==> src/rtl/iq_sample_ingest.sv <==
// I/Q sample ingest: captures the packed I/Q bus on a divided sample tick into a
// small first-word-fall-through FIFO and presents it as a valid/ready stream.
module iq_sample_ingest #(
  parameter int BITS       = 16,
  parameter int CLK_DIV    = 4,
  parameter int FIFO_DEPTH = 8,
  localparam int PTR_W     = $clog2(FIFO_DEPTH),
  localparam int LVL_W     = $clog2(FIFO_DEPTH) + 1
) (
  input  logic              clk,
  input  logic              rst,
  input  logic              en,
  input  logic [2*BITS-1:0] iq_in,
  output logic [BITS-1:0]   out_i,
  output logic [BITS-1:0]   out_q,
  output logic              out_valid,
  input  logic              out_ready,
  output logic [LVL_W-1:0]  level,
  output logic              overflow
);

  localparam logic [15:0]      TCNT_LAST = 16'(CLK_DIV - 1);
  localparam logic [LVL_W-1:0] LVL_FULL  = LVL_W'(FIFO_DEPTH);

  logic [15:0]       tcnt_q, tcnt_d;
  logic [PTR_W-1:0]  wr_ptr_q, wr_ptr_d;
  logic [PTR_W-1:0]  rd_ptr_q, rd_ptr_d;
  logic [LVL_W-1:0]  level_q, level_d;
  logic              overflow_q, overflow_d;
  logic [2*BITS-1:0] mem_q [FIFO_DEPTH];

  logic tick, full, empty, pop, wr_en, drop;
  logic [2*BITS-1:0] head;
  logic [BITS-1:0]   col [2];

  assign tick  = en && (tcnt_q == TCNT_LAST);
  assign full  = (level_q == LVL_FULL);
  assign empty = (level_q == '0);
  assign pop   = !empty && out_ready;
  // A push into a full FIFO still lands when the head leaves in the same cycle.
  assign wr_en = tick && (!full || pop);
  assign drop  = tick && full && !pop;

  always_comb begin
    tcnt_d = tcnt_q;
    if (en) begin
      tcnt_d = tick ? 16'd0 : tcnt_q + 16'd1;
    end

    wr_ptr_d = wr_en ? wr_ptr_q + PTR_W'(1) : wr_ptr_q;
    rd_ptr_d = pop   ? rd_ptr_q + PTR_W'(1) : rd_ptr_q;

    level_d = level_q;
    case ({wr_en, pop})
      2'b10:   level_d = level_q + LVL_W'(1);
      2'b01:   level_d = level_q - LVL_W'(1);
      default: level_d = level_q;
    endcase

    overflow_d = overflow_q | drop;
  end

  always_ff @(posedge clk) begin
    if (rst) begin
      tcnt_q     <= '0;
      wr_ptr_q   <= '0;
      rd_ptr_q   <= '0;
      level_q    <= '0;
      overflow_q <= 1'b0;
    end else begin
      tcnt_q     <= tcnt_d;
      wr_ptr_q   <= wr_ptr_d;
      rd_ptr_q   <= rd_ptr_d;
      level_q    <= level_d;
      overflow_q <= overflow_d;
    end
  end

  // Storage needs no reset: the head is masked whenever the FIFO is empty.
  always_ff @(posedge clk) begin
    if (wr_en && !rst) begin
      mem_q[wr_ptr_q] <= iq_in;
    end
  end

  assign head = mem_q[rd_ptr_q];

  generate
    for (genvar gi = 0; gi < 2; gi++) begin : g_col
      assign col[gi] = empty ? '0 : head[gi*BITS +: BITS];
    end
  endgenerate

  assign out_i     = col[0];
  assign out_q     = col[1];
  assign out_valid = !empty;
  assign level     = level_q;
  assign overflow  = overflow_q;

endmodule

==> config.mk <==
export PLATFORM = sky130hd
export DESIGN_NAME = iq_sample_ingest
export DESIGN_NICKNAME = d
export VERILOG_FILES = /design/src/rtl/iq_sample_ingest.sv
export SDC_FILE = /design/constraint.sdc
export NUM_CORES = 1
export LEC_CHECK = 0
export BUFFER_PORTS_ARGS = -buffer_cell sky130_fd_sc_hd__buf_2
export CORE_MARGIN = 2
export CORE_UTILIZATION = 59
export CTS_CLUSTER_SIZE = 10
export DETAILED_ROUTE_END_ITERATION = 12
export PLACE_DENSITY_LB_ADDON = 0.3
export SLEW_MARGIN = 20
export SYNTH_ARGS = -nofsm -noshare
export SYNTH_HDL_FRONTEND = slang
export SYNTH_SLANG_ARGS = --single-unit
==> constraint.sdc <==
create_clock -name clk -period 6.63 [get_ports clk]
set_input_delay 0.3315 -clock clk [delete_from_list [all_inputs] [get_ports clk]]
set_output_delay 0.3315 -clock clk [all_outputs]
set_load 0.1 [all_outputs]
==> run_results.csv <==
group,metric,value,unit
power,total_leakage_power,4.15,nW
yosys,post_synth_edffs,256,
layout,final_common_cell,"sky130_fd_sc_hd__edfxtp_1",
setup_path,worst-path-max-fanout,34,
routing,router_iterations_before_antenna_repair,5,
cts,post-cts-setup-buffer-count,0,
yosys,postSynth.asyncResetShare,0,%
cts,cts_inserted_buffers,34,
floorplan,initial_core_util,59.7,%
floorplan,placementRows,50,
power,net-switching-power,0.00155,W
power,power_density,377,nW/um2
yosys,number_of_warning_messages_in_the_yosys_log,0,
cts,clk_transition_reported_paths,0.05,ns
power,combPwrFrac,24.5,%
placement,numPortBuffers,73,
setup_path,critPathLaunchType,"flop",
cts,clkSinkCount,286,
global_route,grt-ovfl-total,0,
routing,total_length_of_routed_wires,20.8,mm
layout,layout.core_utilization,68.9,%
global_route,globalRouteMet2Util,36.1,%
yosys,syn_avg_cell_area,19.4,um2
sta,unrepaired_setup_endpoints_after_global_routing,"false",
yosys,synth.ff_latch_count,286,
power,power.share.switching,32.1,%
global_route,global_route.peak_usage_layer,"met2",
yosys,synth_seq_area_share,74.7,%
yosys,ys.flop_type,"sky130_fd_sc_hd__edfxtp_1",
floorplan,placeableCoreArea,18600,um2
routing,wl_per_cell,22.8,um
global_route,number_of_global_route_vias_before_repair,5827,
layout,finalNetCount,709,
routing,ant_nets,0,
yosys,netlist.top_cell.by_area,"sky130_fd_sc_hd__edfxtp_1",
yosys,netlist_instances,573,
cts,post_cts_resized,0,
power,cell_internal_pwr,0.00328,W
sta,setup_viol,0,
cts,ctsHoldBuffers,0,
layout,synthToLayoutAreaGrowth,15.3,%
global_route,grt_use_total,22.0,%
placement,place.detailed.hpwl,12.1,mm
cts,cts_tree,"done",
routing,detail_route.iter0.violations,402,
setup_path,cp_data_required_time,6.30,ns
setup_path,criticalPathCategory,"flop to primary output",
global_route,grt_use_met3,4.52,%
sta,transition_time_at_the_pin_with_the_least_slew_margin,0.956,ns
flow_run,cap_viol_max_count,0,
cts,clock-root-buffer,"sky130_fd_sc_hd__clkbuf_16",
routing,vias,5483,
placement,place.gp.congestion,0.825,
global_route,maximum_number_of_pins_on_one_net_before_global_route_repair,65,
sta,timing_hold_violations_final,0,
yosys,synth.net_count,613,
cts,cts.path.max_buffers,3,
sta,final_max_slew_viol_count,0,
floorplan,chipHeight,141,um
floorplan,dieArea,19900,um2
sta,clock-skew-final,0.0167,ns
setup_path,critical_path.endpoint_type,"primary output",
global_route,grt_first_pass_wirelength,32.7,mm
sta,max_slew_margin,35.9,%
sta,layout_worst_path_cycle_share,52.9,%
cts,ctsHtreeMaxLevel,2,
yosys,ys_top_cells_by_area,"sky130_fd_sc_hd__edfxtp_1 69%, sky130_fd_sc_hd__mux4_2 13%, sky130_fd_sc_hd__dfxtp_1 5.4%",
power,power.share.clock,33.3,%
power,share_seq_of_total_power,42.2,%
yosys,synth_top_cell_area_share,69.3,%
cts,worstSkewPairLatency,0.51,ns
global_route,global_route.usage.met1,30.0,%
global_route,antenna_found_initial,2,
min_path,type_of_the_tightest_min_delay_check,"primary input to flop",
sta,post-route-min-period,3.51,ns
floorplan,boundaryPins,74,
floorplan,die_width,141,um
layout,final_cell_mix,"256 x sky130_fd_sc_hd__edfxtp_1, 73 x sky130_fd_sc_hd__buf_2, 64 x sky130_fd_sc_hd__mux4_2",
layout,drive_above_1_share,30.5,%
run_status,run_status,"completed",
sta,achievable-frequency,285,MHz
routing,drc,0,
setup_path,wp_data_arrival,3.18,ns
sta,totalNegativeSetupSlack,0,ns
power,power.ir.vdd_worst,366,uV
yosys,post_synthesis_instance_area,11100,um2
routing,viasPerCell,6.01,
yosys,yosysUniqueCellTypes,39,
-- state kept, by name, summed over array words and instances (netlist names), named ones only --
name      cells
mem_q       256
level         4
wr_ptr_q      3
tcnt_q       16
rd_ptr_q      3
overflow      1
-- synth_stat cells (all sizes together), types with 2 or more instances --
cell and instances:
nor4 7, a31oi 2, or2 2, nand3 7, inv 4, clkbuf 13, xor2 9, edfxtp 256
buf 14, xnor2 9, a21oi 5, and2 2, nand4 3, nor2b 2, dfxtp 30, nor2 60
nand2 15, mux4 64, nand2b 2, mux2i 36, o21ai 2, ha 4, and3 5, nand3b 2
nor3 8
-- path summary, 6_finish.rpt --
check,cells after the start,end,slack (ns),start
hold reg to reg,2,flop,0.48,rd_ptr_q[1]
hold / removal,1,mem_q[4][8],0.1,iq_in[8]
setup reg to reg,6,mem_q[2][30],3.35,tcnt_q[1]
setup / recovery,5,out_i[15],3.12,flop
-- area by class of cell --
class / count / area [um2]
fillers: 1151 / 5780
well taps: 234 / 293
clock inverters: 1 / 3.75
multi-input cells: 256 / 2730
diodes: 2 / 5.00
flip-flops and latches: 286 / 8290
inverters: 4 / 15.0
clock buffers: 42 / 945
repair buffers: 87 / 515
-- cell families (layout without fill, tap and decap cells) --
| family | Yosys count | count (layout) | synth area share (%) |
|---|---|---|---|
| buffers and inverters | 31 | 134 | 1.21 |
| other | 0 | 2 | 0 |
| muxes | 101 | 101 | 16.3 |
| adders and majority gates | 4 | 4 | 0.451 |
| and+or+nand+nor | 121 | 121 | 5.28 |
| DFF | 286 | 286 | 74.7 |
| xor gates and xnor gates | 18 | 18 | 1.42 |
| AOI/OAI and AO/OA | 12 | 12 | 0.631 |
-- routing by layer --
layer	vias to the layer above	part of all wire (%)	wire length (um)
met5	-	0	0
met4	0	1.8	382
met3	31	4.8	1000
met2	150	51	10600
met1	2834	42	8740
li1	2468	-	-
-- through the flow --
stage	total power (W)	area, um2	instances	hold slack (ns)	setup WS [ns]
floorplan	0.00307	11100	573	0.430	1.13
global placement	0.00326	11800	864	0.456	3.35
detailed placement	0.00327	11800	867	0.470	3.25
CTS	0.00488	12800	910	0.0734	3.01
global route	0.00499	12800	911	0.102	2.85
finish	0.00483	12800	912	0.0996	3.12
-- power groups by stage --
| stage | clock network (W) | registers (W) | logic, W |
|---|---|---|---|
| finish | 0.00161 | 0.00204 | 0.00118 |
| CTS | 0.00164 | 0.00204 | 0.00120 |
| floorplan | 0 | 0.00206 | 0.00102 |
| global route | 0.00170 | 0.00205 | 0.00124 |
| global placement | 0 | 0.00207 | 0.00118 |
| detailed placement | 0 | 0.00208 | 0.00120 |
-- worst max-delay path, stage by stage (launching register included) --
cell                      delay (ns)
sky130_fd_sc_hd__dfxtp_4        0.74
sky130_fd_sc_hd__buf_4          0.67
sky130_fd_sc_hd__mux4_2         0.60
sky130_fd_sc_hd__mux2i_1        0.23
sky130_fd_sc_hd__nor2_1         0.07
sky130_fd_sc_hd__buf_2          0.31
Power figures use the tool's default switching activity.
